## src/rtl/nibble_serial_adder_if.sv

```systemverilog
// nibble_serial_adder_if: request, result and 4-bit adder signals of the nibble-serial adder
interface nibble_serial_adder_if #(parameter int WIDTH = 16);
  logic in_valid, in_ready, in_sub, in_cin;
  logic [WIDTH-1:0] in_a, in_b, out_sum;
  logic out_valid, out_ready, out_cout, out_ovf;
  logic [3:0] add_a, add_b, add_sum;
  logic add_ci, add_co;
  modport master (
    output in_valid, in_a, in_b, in_sub, in_cin, out_ready, add_sum, add_co,
    input in_ready, out_valid, out_sum, out_cout, out_ovf, add_a, add_b, add_ci
  );
  modport slave (
    input in_valid, in_a, in_b, in_sub, in_cin, out_ready, add_sum, add_co,
    output in_ready, out_valid, out_sum, out_cout, out_ovf, add_a, add_b, add_ci
  );
endinterface

```

## src/rtl/nibble_serial_adder.sv

```systemverilog
// nibble_serial_adder: WIDTH-bit add/sub streamed nibble by nibble through an external 4-bit adder
module nibble_serial_adder #(parameter int WIDTH = 16) (
  input logic clk,
  input logic rst_n,
  nibble_serial_adder_if.slave bus
);
  localparam int NIB = WIDTH / 4;
  localparam int CW = NIB > 1 ? $clog2(NIB) : 1;
  typedef enum logic [1:0] {IDLE, RUN, DONE} state_t;
  state_t state, state_n;
  logic [WIDTH-1:0] opa, opb, result, res_n, sum_q;
  logic [CW-1:0] cnt;
  logic [CW+1:0] base;
  logic carry, cout_q, ovf_q, run, last;
  assign base = {cnt, 2'b00};
  assign run = state == RUN;
  assign last = cnt == CW'(NIB - 1);
  assign bus.in_ready = state == IDLE;
  assign bus.out_valid = state == DONE;
  assign bus.add_a = run ? opa[base +: 4] : 4'h0;
  assign bus.add_b = run ? opb[base +: 4] : 4'h0;
  assign bus.add_ci = run & carry;
  assign bus.out_sum = sum_q;
  assign bus.out_cout = cout_q;
  assign bus.out_ovf = ovf_q;
  always_comb begin
    res_n = result;
    res_n[base +: 4] = bus.add_sum;
    state_n = state == IDLE ? (bus.in_valid ? RUN : IDLE) :
              state == RUN  ? (last ? DONE : RUN) :
                              (bus.out_ready ? IDLE : DONE);
  end
  // Published outputs live in their own registers so they hold the last result through IDLE/RUN
  always_ff @(posedge clk or negedge rst_n) begin
    if (!rst_n) begin
      state <= IDLE;
      opa <= '0;
      opb <= '0;
      result <= '0;
      sum_q <= '0;
      cnt <= '0;
      carry <= 1'b0;
      cout_q <= 1'b0;
      ovf_q <= 1'b0;
    end else begin
      state <= state_n;
      if (state == IDLE && bus.in_valid) begin
        opa <= bus.in_a;
        opb <= bus.in_sub ? ~bus.in_b : bus.in_b;
        carry <= bus.in_sub | bus.in_cin;
        cnt <= '0;
      end else if (run) begin
        result <= res_n;
        carry <= bus.add_co;
        cnt <= cnt + 1'b1;
        if (last) begin
          sum_q <= res_n;
          cout_q <= bus.add_co;
          ovf_q <= bus.add_sum[3] ^ bus.add_a[3] ^ bus.add_b[3] ^ bus.add_co;
        end
      end
    end
  end
endmodule

```

## src/flat_wrapper.sv

```systemverilog
// flat-port wrapper written by rule: the top's interface ports become plain ports
module nibble_serial_adder_flat 
#(parameter int WIDTH = 16)
  (clk, rst_n, bus_in_valid, bus_in_a, bus_in_b, bus_in_sub, bus_in_cin, bus_out_ready, bus_add_sum, bus_add_co, bus_in_ready, bus_out_valid, bus_out_sum, bus_out_cout, bus_out_ovf, bus_add_a, bus_add_b, bus_add_ci);
  nibble_serial_adder_if #(.WIDTH(WIDTH)) bus_i ();
  input logic clk;
  input logic rst_n;
  input wire logic [$bits(bus_i.in_valid)-1:0] bus_in_valid;
  input wire logic [$bits(bus_i.in_a)-1:0] bus_in_a;
  input wire logic [$bits(bus_i.in_b)-1:0] bus_in_b;
  input wire logic [$bits(bus_i.in_sub)-1:0] bus_in_sub;
  input wire logic [$bits(bus_i.in_cin)-1:0] bus_in_cin;
  input wire logic [$bits(bus_i.out_ready)-1:0] bus_out_ready;
  input wire logic [$bits(bus_i.add_sum)-1:0] bus_add_sum;
  input wire logic [$bits(bus_i.add_co)-1:0] bus_add_co;
  output wire logic [$bits(bus_i.in_ready)-1:0] bus_in_ready;
  output wire logic [$bits(bus_i.out_valid)-1:0] bus_out_valid;
  output wire logic [$bits(bus_i.out_sum)-1:0] bus_out_sum;
  output wire logic [$bits(bus_i.out_cout)-1:0] bus_out_cout;
  output wire logic [$bits(bus_i.out_ovf)-1:0] bus_out_ovf;
  output wire logic [$bits(bus_i.add_a)-1:0] bus_add_a;
  output wire logic [$bits(bus_i.add_b)-1:0] bus_add_b;
  output wire logic [$bits(bus_i.add_ci)-1:0] bus_add_ci;
  assign bus_i.in_valid = bus_in_valid;
  assign bus_i.in_a = bus_in_a;
  assign bus_i.in_b = bus_in_b;
  assign bus_i.in_sub = bus_in_sub;
  assign bus_i.in_cin = bus_in_cin;
  assign bus_i.out_ready = bus_out_ready;
  assign bus_i.add_sum = bus_add_sum;
  assign bus_i.add_co = bus_add_co;
  assign bus_in_ready = bus_i.in_ready;
  assign bus_out_valid = bus_i.out_valid;
  assign bus_out_sum = bus_i.out_sum;
  assign bus_out_cout = bus_i.out_cout;
  assign bus_out_ovf = bus_i.out_ovf;
  assign bus_add_a = bus_i.add_a;
  assign bus_add_b = bus_i.add_b;
  assign bus_add_ci = bus_i.add_ci;
  nibble_serial_adder #(.WIDTH(WIDTH)) u_core (.clk(clk), .rst_n(rst_n), .bus(bus_i));
endmodule
```

## config.mk

```make
export PLATFORM = sky130hd
export DESIGN_NAME = nibble_serial_adder_flat
export DESIGN_NICKNAME = d
export VERILOG_FILES = /design/src/rtl/nibble_serial_adder_if.sv /design/src/rtl/nibble_serial_adder.sv /design/src/flat_wrapper.sv
export SDC_FILE = /design/constraint.sdc
export NUM_CORES = 1
export LEC_CHECK = 0
export BUFFER_PORTS_ARGS = -buffer_cell sky130_fd_sc_hd__buf_2
export CAP_MARGIN = 20
export CORE_MARGIN = 5
export CORE_UTILIZATION = 45
export DETAILED_ROUTE_END_ITERATION = 7
export HOLD_SLACK_MARGIN = 0.08
export PLACE_DENSITY = 0.75
export SLEW_MARGIN = 5
export SYNTH_ARGS = -nofsm -noshare
export SYNTH_HDL_FRONTEND = slang
export SYNTH_SLANG_ARGS = --single-unit
```

## constraint.sdc

```tcl
create_clock -name clk -period 3.2 [get_ports clk]
set_input_delay 0.16 -clock clk [delete_from_list [all_inputs] [get_ports clk]]
set_output_delay 0.16 -clock clk [all_outputs]
set_load 0.03 [all_outputs]
```

**Word level (Yosys, flattened, before mapping)**

Cells that the tools add are included.

- Flip-flop bits (word level): 71
- Bits of input ports: 43
- Output and inout port bits: 29
- Logic and storage cells: 43

- Add/subtract/negate cells: 2
- Equal/unequal tests: 3
- Shift-type cells: 4
- Muxes and demuxes: 13
- Bitwise logic cells: 7
- Reductions and logical operators: 5

Operator list:

| cell | count |
|---|---|
| variable part select 16 x 5 -> 4 bit | 2 |
| bitwise mux 16 bit | 1 |
| 2-to-1 mux 16 bit | 1 |
| inverter 16 bit | 1 |
| variable shift 4 x 6 -> 16 bit (first input constant) | 1 |
| variable part select 4 x 6 -> 16 bit | 1 |
| 2-to-1 mux 2 bit | 6 |
| 2-to-1 mux 4 bit | 2 |
| negation 4 -> 6 bit | 1 |
| == test 2 bit (second input constant) | 2 |
| 2-to-1 mux 1 bit | 3 |
| AND reduction 3 bit | 1 |
| XOR 1 bit | 3 |
| adder 2 x 1 -> 2 bit (second input constant) | 1 |
| == test 2 x 1 -> 1 bit (second input constant) | 1 |
| logical NOT 2 bit | 1 |
| AND reduction 2 bit | 1 |
| nonzero test 2 bit | 1 |
| AND 1 bit | 1 |
| logical AND 1 bit | 1 |
| inverter 1 bit | 1 |
| bitwise OR 1 bit | 1 |

**Logic depth before layout (Yosys ltp)**

Gate-level depths: netlist (run 1).

- Depth after elaboration: 5
- Depth in mapped cells: 6
- Depth with buffers taken out: 5

**Worst setup path after synthesis (run 1)**

No wires, ideal clock.

- Path kind: flip-flop to flip-flop
- From: reg u_core.cnt[0]
- To: reg u_core.result[10]
- Setup time: 0.122 ns
- Data arrival time: 1.872 ns
- Data required time: 3.078 ns
- Slack: 1.207 ns
- Stages on the path, launching flop included: 7
- Buffers on the path: 1
- Clock period less this slack: 1.993 ns
- Path through: dfrtp_1 buf_4 inv_1 ha_1 and4bb_2 and2_1 a32o_1

- Longest elaborated chain between the ends: 3
- Elaborated cells on any way between the ends: 4
- Classes of those cells: add/sub: 1; shift: 2; mux: 1

RTL lines:

| element | line | text |
|---|---|---|
| start: declaration | nibble_serial_adder.sv:12 | `logic [CW-1:0] cnt;` |
| start signal: assignment | nibble_serial_adder.sv:55 | `cnt <= cnt + 1'b1;` |
| negation 4 -> 6 bit (*) | nibble_serial_adder.sv:28 | `res_n[base +: 4] = bus.add_sum;` |
| variable part select 4 x 6 -> 16 bit or variable shift 4 x 6 -> 16 bit (tied branches) | nibble_serial_adder.sv:28 |  |
| bitwise mux 16 bit (*) | nibble_serial_adder.sv:28 |  |
| end signal: assignment | nibble_serial_adder.sv:53 | `result <= res_n;` |
| end: declaration | nibble_serial_adder.sv:11 | `logic [WIDTH-1:0] opa, opb, result, res_n, sum_q;` |

Mark *: on every way between the ends. The rest lies on a longest branch, timed or not.
A chain may end at the register's enable or synchronous reset.

**Worst setup path after layout (run 1)**

- From: reg u_core.cnt[0]
- To: out bus_add_b[3]

- Longest elaborated chain between the ends: 2

RTL lines:

| element | line | text |
|---|---|---|
| variable part select 16 x 5 -> 4 bit | nibble_serial_adder.sv:21 | `assign bus.add_b = run ? opb[base +: 4] : 4'h0;` |
| 2-to-1 mux 4 bit | nibble_serial_adder.sv:21 |  |
| end: declaration | flat_wrapper.sv:22 | `output wire logic [$bits(bus_i.add_b)-1:0] bus_add_b;` |

Every way passes these cells.

==> results of run 1 <==
[final cells by class]
cell class / instances / area, um2
clock buffers: 15 / 186.4
inverters: 5 / 18.77
flip-flops and latches: 67 / 1677
fillers: 613 / 2861
repair buffers: 94 / 575.6
multi-input cells: 207 / 1388
well taps: 96 / 120.1
clock inverters: 1 / 5.005
[flip-flops by register name (all words and copies together), names as in the netlist]
signal	cells
u_core.result	12
u_core.opb	16
u_core.bus.out_sum	16
u_core.cnt	2
u_core.bus.out_ovf	1
u_core.bus.out_cout	1
u_core.opa	16
u_core.state	2
u_core.carry	1
[per-stage QoR]
stage | utilization [%] | hold WS, ns
2_1_floorplan | - | -0.1356
3_3_place_gp | 52.53 | 0.1595
3_5_place_dp | 52.53 | 0.1722
4_1_cts | 58.11 | 0.08280
5_1_grt | 58.11 | 0.09080
6_report | 58.11 | 0.09638
[cell usage after synthesis (2+ instances only)]
master / instances / share of area (%)
nand2_1: 82 / 9.7
dfrtp_1: 67 / 53
o21ai_0: 30 / 4.7
xnor2_1: 16 / 4.4
a22o_1: 12 / 3.3
and2_1: 12 / 2.4
buf_2: 10 / 1.6
clkbuf_1: 10 / 1.2
a32oi_1: 8 / 2.2
mux4_2: 7 / 5.0
ha_1: 5 / 2.0
inv_1: 5 / 0.59
nor2b_1: 5 / 0.98
a21oi_1: 4 / 0.63
a32o_1: 4 / 1.3
nand3_1: 3 / 0.47
o21ai_1: 3 / 0.47
nor2_1: 2 / 0.24
nor3b_2: 2 / 0.79
[routing by layer]
layer  vias to the layer above  GRT usage, %  part of all wire, %
li1                       1195             -                    -
met1                      1154         24.15                   44
met2                        91         26.55                   47
met3                         8         6.090                  8.2
met4                         0         5.054                 0.90
met5                         -             0                    0
[report_power, final]
group          total [mW]  switching (mW)  internal, mW
logic                1.83            1.09         0.745
registers            1.47           0.244          1.23
clock network       0.661           0.295         0.366
[worst max-delay path by stage]
stage                        endpoint  slack (ns)  depth (start not counted)           from
2_1_floorplan       u_core.result[10]        1.21                          6  u_core.cnt[0]
5_1_grt                  bus_add_b[3]        0.88                          4  u_core.cnt[0]
3_5_place_dp         u_core.result[9]        1.11                          5  u_core.cnt[1]
6_report                 bus_add_b[3]        1.00                          4  u_core.cnt[0]
3_3_place_gp   u_core.bus.out_sum[12]        1.17                          5  u_core.cnt[0]
4_1_cts                  bus_add_b[3]        0.95                          4  u_core.cnt[0]
[worst max-delay path, stage by stage (launching register included)]
cell     delay, ns
dfrtp_1       0.46
buf_4         0.27
mux4_1        0.62
and2_1        0.19
buf_2         0.17
[what timing repair did]
item | CTS | global route
hold buffers | 19 | 0
endpoints found under the hold margin | 41 | 0
buffers inserted | 0 | 0
[cell families (layout without fill, tap and decap cells)]
logic type      after synthesis  in the layout
mux                           9              9
buf+inv                      26            115
compound gates               62             62
simple gates                113            113
xor+xnor                     18             18
fa+ha+maj                     5              5
flops                        67             67
==> results.yml, run 1 <==
yosys:
  avgSynthCellArea_um2: 10.59
  synth_top_family_by_area: "simple AND/OR/NAND/NOR gates"
  syn_area_um2: 3178
  ys_ff_latch: 67
  synth_fa_ha_area_share_pct: 1.969
  synth.distinct_cells: 32
  synth_compound_area_share_pct: 12.83
  ys.flop_type: "dfrtp_1"
  yosysWarnings: 0
  synthSimpleGateAreaFrac_pct: 17.32
  muxShareOfSynthArea_pct: 6.142
  synth-edff-count: 0
  synthCells: 300
  synth_xor_area_share_pct: 5.394
  synth_fp_nets: 348
  synthArstFlopShare_pct: 100.0
  synth-seq-area-share_pct: 52.76
timing:
  max_freq_mhz: 454.6
  maxSlewHeadroom_pct: 31.73
  worst_slack_ns: 1.000
  finalSetupTns_ns: 0
  finalCriticalPeriod_ns: 2.200
  rsz0062_at_grt: "false"
  fin_worst_skew_ns: 0.004262
  worstMarginPinSlew_ns: 1.020
  setup_viol: 0
  finalHoldViolCount: 0
  slew_violations: 0
  finalCritPeriodShare_pct: 68.74
layout:
  layout_common_cells: "nand2_1 (82), buf_2 (71), dfrtp_1 (67)"
  fin_area_um2: 3970
  antenna_cells: 0
  fin_nets: 432
  fin_cells: 485
  drive_above_1_share_pct: 26.48
  layout_commonest_cell: "nand2_1"
  area_growth_pct: 24.92
global_routing:
  antenna_found_initial: 0
  first_global_vias: 2500
  overflow: 0
  grt_pass1_wl_um: 12030
  grtUsageTotal_pct: 17.63
  grt_max_degree: 45
critical_path:
  rr_worst_depth: 5
  crit-reg2reg-capture: "u_core.result[9]"
  r2r_slack_ns: 1.10
  worstSetupPathType: "flip-flop to primary output"
  worstPathArrival_ns: 2.04
  startpoint_type: "flip-flop"
  r2r-start: "u_core.cnt[1]"
  end_kind: "primary output"
  crit_fanout: 11
  cp.required_ns: 3.04
cts:
  post_cts_resized: 0
  insertion_delay_ns: 0.33
  root_buffer: "clkbuf_8"
  htreeDepth: 3
  clockBufferDepth: 2
  cts_tree: "built"
  clock_sinks: 67
  path_clk_slew_ns: 0.07
  cts_made_buffers: 9
routing:
  wirelength_um: 6980
  ant_nets: 0
  wl_per_cell_um: 14.39
  drc: 0
  dr.pass1.iters: 4
  vias: 2448
  drt_iter0_drc: 76
  viasPerCell: 5.047
power_and_ir_drop:
  power_mw: 3.968
  peakVddDrop_v: 0.0004396
  leakage_nw: 1.942
  p_per_area_nw_per_um2: 999.6
worst_hold_path:
  hold_path_depth: 3
  min_from: "bus_add_co"
  whs_endpoint: "u_core.carry"
  hold_class: "input pin to flip-flop"
floorplan:
  die_w_um: 94.04
  die_y_um: 94.04
  dieArea_um2: 8843
  io_pins: 72
  start_util_pct: 46.52
  fp.coreArea_um2: 6832
  rows: 30
placed_design:
  dpl-instance-area_um2: 3588
  pre_cts_ws_ns: 1.106
  dp_hpwl_um: 4963
  gp_congestion: 0.7735
  dp_cells: 450
  port_buffers: 71
run:
  maxCapViolCount: 0
run_status:
  status: "completed"
(Power assumes the default switching activity.)
==> inputs of run 2 (changes only) <==
--- a/config.mk
+++ b/config.mk
@@ -5,13 +5,14 @@
 export SDC_FILE = /design/constraint.sdc
 export NUM_CORES = 1
 export LEC_CHECK = 0
+export ABC_AREA = 1
 export BUFFER_PORTS_ARGS = -buffer_cell sky130_fd_sc_hd__buf_2
 export CAP_MARGIN = 20
 export CORE_MARGIN = 5
 export CORE_UTILIZATION = 45
 export DETAILED_ROUTE_END_ITERATION = 7
 export HOLD_SLACK_MARGIN = 0.08
-export PLACE_DENSITY = 0.75
+export PLACE_DENSITY = 0.78
 export SLEW_MARGIN = 5
 export SYNTH_ARGS = -nofsm -noshare
 export SYNTH_HDL_FRONTEND = slang
==> constraint.sdc (replaced) <==
create_clock -name clk -period 2 [get_ports clk]
set_input_delay 0.1 -clock clk [delete_from_list [all_inputs] [get_ports clk]]
set_output_delay 0.1 -clock clk [all_outputs]
set_load 0.03 [all_outputs]
==> run 2 against run 1 <==
Clock-buffer cell count fell by 4. Routed wire length rose by 17%. Critical path depth rose by 4. Register-to-register slack lost 0.69 ns. Via count up 22%. Critical path type unchanged. Global-route usage is 1.8 points higher. Worst hold slack better by 0.012 ns. Synthesized area rose by 3.0%.
==> results.yml, run 2 <==
run_status:
  status: "completed"
cts:
  cts_made_buffers: 9
  post_cts_buffers: 0
  insertion_delay_ns: 0.34
  post_cts_resized: 0
  htreeDepth: 3
  root_buffer: "clkbuf_8"
  clockBufferDepth: 2
  clock_sinks: 67
  cts_hold_buf: 35
  path_clk_slew_ns: 0.07
  cts_tree: "built"
power_and_ir_drop:
  seqPwrFrac_pct: 33.4
  p_per_area_nw_per_um2: 1588
  swShare_pct: 45.52
  netSwitchingPower_mw: 3.072
  leakage_nw: 2.176
  power_mw: 6.749
  p_int_mw: 3.677
  clockPowerShare_pct: 18.0
  peakVddDrop_v: 0.0008097
  comb_power_share_pct: 48.6
global_routing:
  overflow: 0
  first_global_vias: 2937
  grtUsageTotal_pct: 19.43
  grt_pass1_wl_um: 13690
  antenna_found_initial: 0
  grt_max_degree: 39
placed_design:
  gp_congestion: 0.8044
  port_buffers: 71
  dpl-instance-area_um2: 3690
  pre_cts_ws_ns: 0.4146
  dp_cells: 563
  dp_hpwl_um: 5547
timing:
  finalCritPeriodShare_pct: 88.90
  fin_worst_skew_ns: 0.008683
  finalSetupTns_ns: 0
  rsz0062_at_grt: "false"
  finalCriticalPeriod_ns: 1.778
  worstMarginPinSlew_ns: 0.4667
  max_freq_mhz: 562.4
  hold_ws_ns: 0.1084
  maxSlewHeadroom_pct: 68.89
  worst_slack_ns: 0.2220
  setup_viol: 0
  finalHoldViolCount: 0
  slew_violations: 0
layout:
  regArea_um2: 1677
  multi_input_area_um2: 1321
  fin_area_um2: 4249
  nFillCells: 635
  antenna_cells: 0
  layout_common_cells: "nand2_1 (136), buf_2 (71), dfrtp_1 (67)"
  fin_cells: 614
  post-route-util_pct: 59.22
  drive_above_1_share_pct: 20.39
  layout_commonest_cell: "nand2_1"
  area_growth_pct: 29.77
  fin_nets: 558
worst_hold_path:
  hold_class: "input pin to flip-flop"
routing:
  ant_nets: 0
  viasPerCell: 4.871
  drt_iter0_drc: 135
  drc: 0
  dr.pass1.iters: 4
  wirelength_um: 8141
  vias: 2991
  wl_per_cell_um: 13.26
critical_path:
  startpoint_type: "flip-flop"
  worstSetupPathType: "flip-flop to primary output"
  crit_fanout: 18
  cp.required_ns: 1.90
  end_kind: "primary output"
  worstPathArrival_ns: 1.68
yosys:
  synth-seq-area-share_pct: 51.20
  synth_fp_nets: 453
  synthTopCellsByCount: "nand2_1 (136), dfrtp_1 (67), o21ai_1 (32)"
  ys.flop_type: "dfrtp_1"
  yosysWarnings: 0
  synth-edff-count: 0
  ys_ff_latch: 67
  yosysTopAreaCell: "dfrtp_1"
  yosys-top-cells-area: "dfrtp_1 (51%), nand2_1 (16%), o21ai_1 (4.9%), xnor2_1 (4.5%), o21ai_0 (3.8%)"
  syn_area_um2: 3274
  synth_top_area_share_pct: 51.20
  synth.distinct_cells: 22
  avgSynthCellArea_um2: 8.085
  synthArstFlopShare_pct: 100.0
  post-synth-top-count-cell: "nand2_1"
  synthCells: 405
floorplan:
  rows: 31
  die_y_um: 95.30
  fp.coreArea_um2: 7176
  dieArea_um2: 9082
  start_util_pct: 45.63
  io_pins: 72
  die_w_um: 95.30
run:
  maxCapViolCount: 0
==> run 2: changes by cell type after synthesis, sizes merged, moves of 4 or more <==
cell    change
o21ai      +24
inv        +33
buf         +7
a22o       -12
a32o        -4
mux4        -8
nor2b       -5
and2       -12
o22ai       +9
nor2       +29
clkbuf      -7
nand2      +55
nand3      +10
a32oi       -8
==> run 2: power groups by stage <==
stage,registers [mW],logic [mW],clock network [mW]
2_1_floorplan,2.53,2.15,0
3_5_place_dp,2.27,3.23,0
6_report,2.25,3.28,1.21
5_1_grt,2.32,3.67,1.29
4_1_cts,2.26,3.30,1.23
3_3_place_gp,2.25,3.15,0
==> run 2: final timing paths <==
path | slack, ns | depth (start not counted) | endpoint | start
setup reg to reg | 0.41 | 7 | u_core.result[3] | u_core.cnt[1]
max in group asynchronous | 1.12 | 3 | u_core.state[1] | rst_n
min in group asynchronous | 0.21 | 2 | u_core.opa[3] | rst_n
hold reg to reg | 0.48 | 2 | u_core.bus.out_sum[5] | u_core.bus.out_sum[5]
hold / removal | 0.11 | 3 | u_core.bus.out_cout | bus_add_co
setup / recovery | 0.22 | 8 | bus_add_b[3] | u_core.cnt[0]
==> run 2: critical path: stages, from the launching register on <==
cell,delay [ns]
dfrtp_1,0.39
inv_2,0.11
buf_4,0.25
nand2_1,0.08
nand3_1,0.08
nand2_1,0.09
nand2_1,0.10
inv_1,0.05
buf_2,0.17
==> run 2: metal layers <==
layer,wire [um],vias up,GRT usage [%],part of all wire (%)
met5,0,-,0,0
li1,-,1487,-,-
met3,495,7,4.972,6.1
met4,51,0,5.048,0.63
met2,4160,79,33.06,51
met1,3433,1418,24.57,42
==> run 2: logic make-up after synthesis <==
| family | share of synthesized area [%] |
|---|---|
| buffers and inverters | 8.445 |
| AND/OR/NAND/NOR | 22.01 |
| flip-flops | 51.20 |
| XOR/XNOR | 4.547 |
| AO/OA/AOI/OAI | 11.88 |
| adder cells (fa/ha/maj) | 1.911 |
==> run 2: final cells by class <==
class | instances | area share [%]
Timing Repair Buffer | 115 | 18.20
Sequential cell | 67 | 39.46
Tap cell | 99 | 2.915
Multi-Input combinational cell | 279 | 31.10
Inverter | 38 | 3.416
Clock buffer | 11 | 3.092
Clock inverter | 5 | 1.826
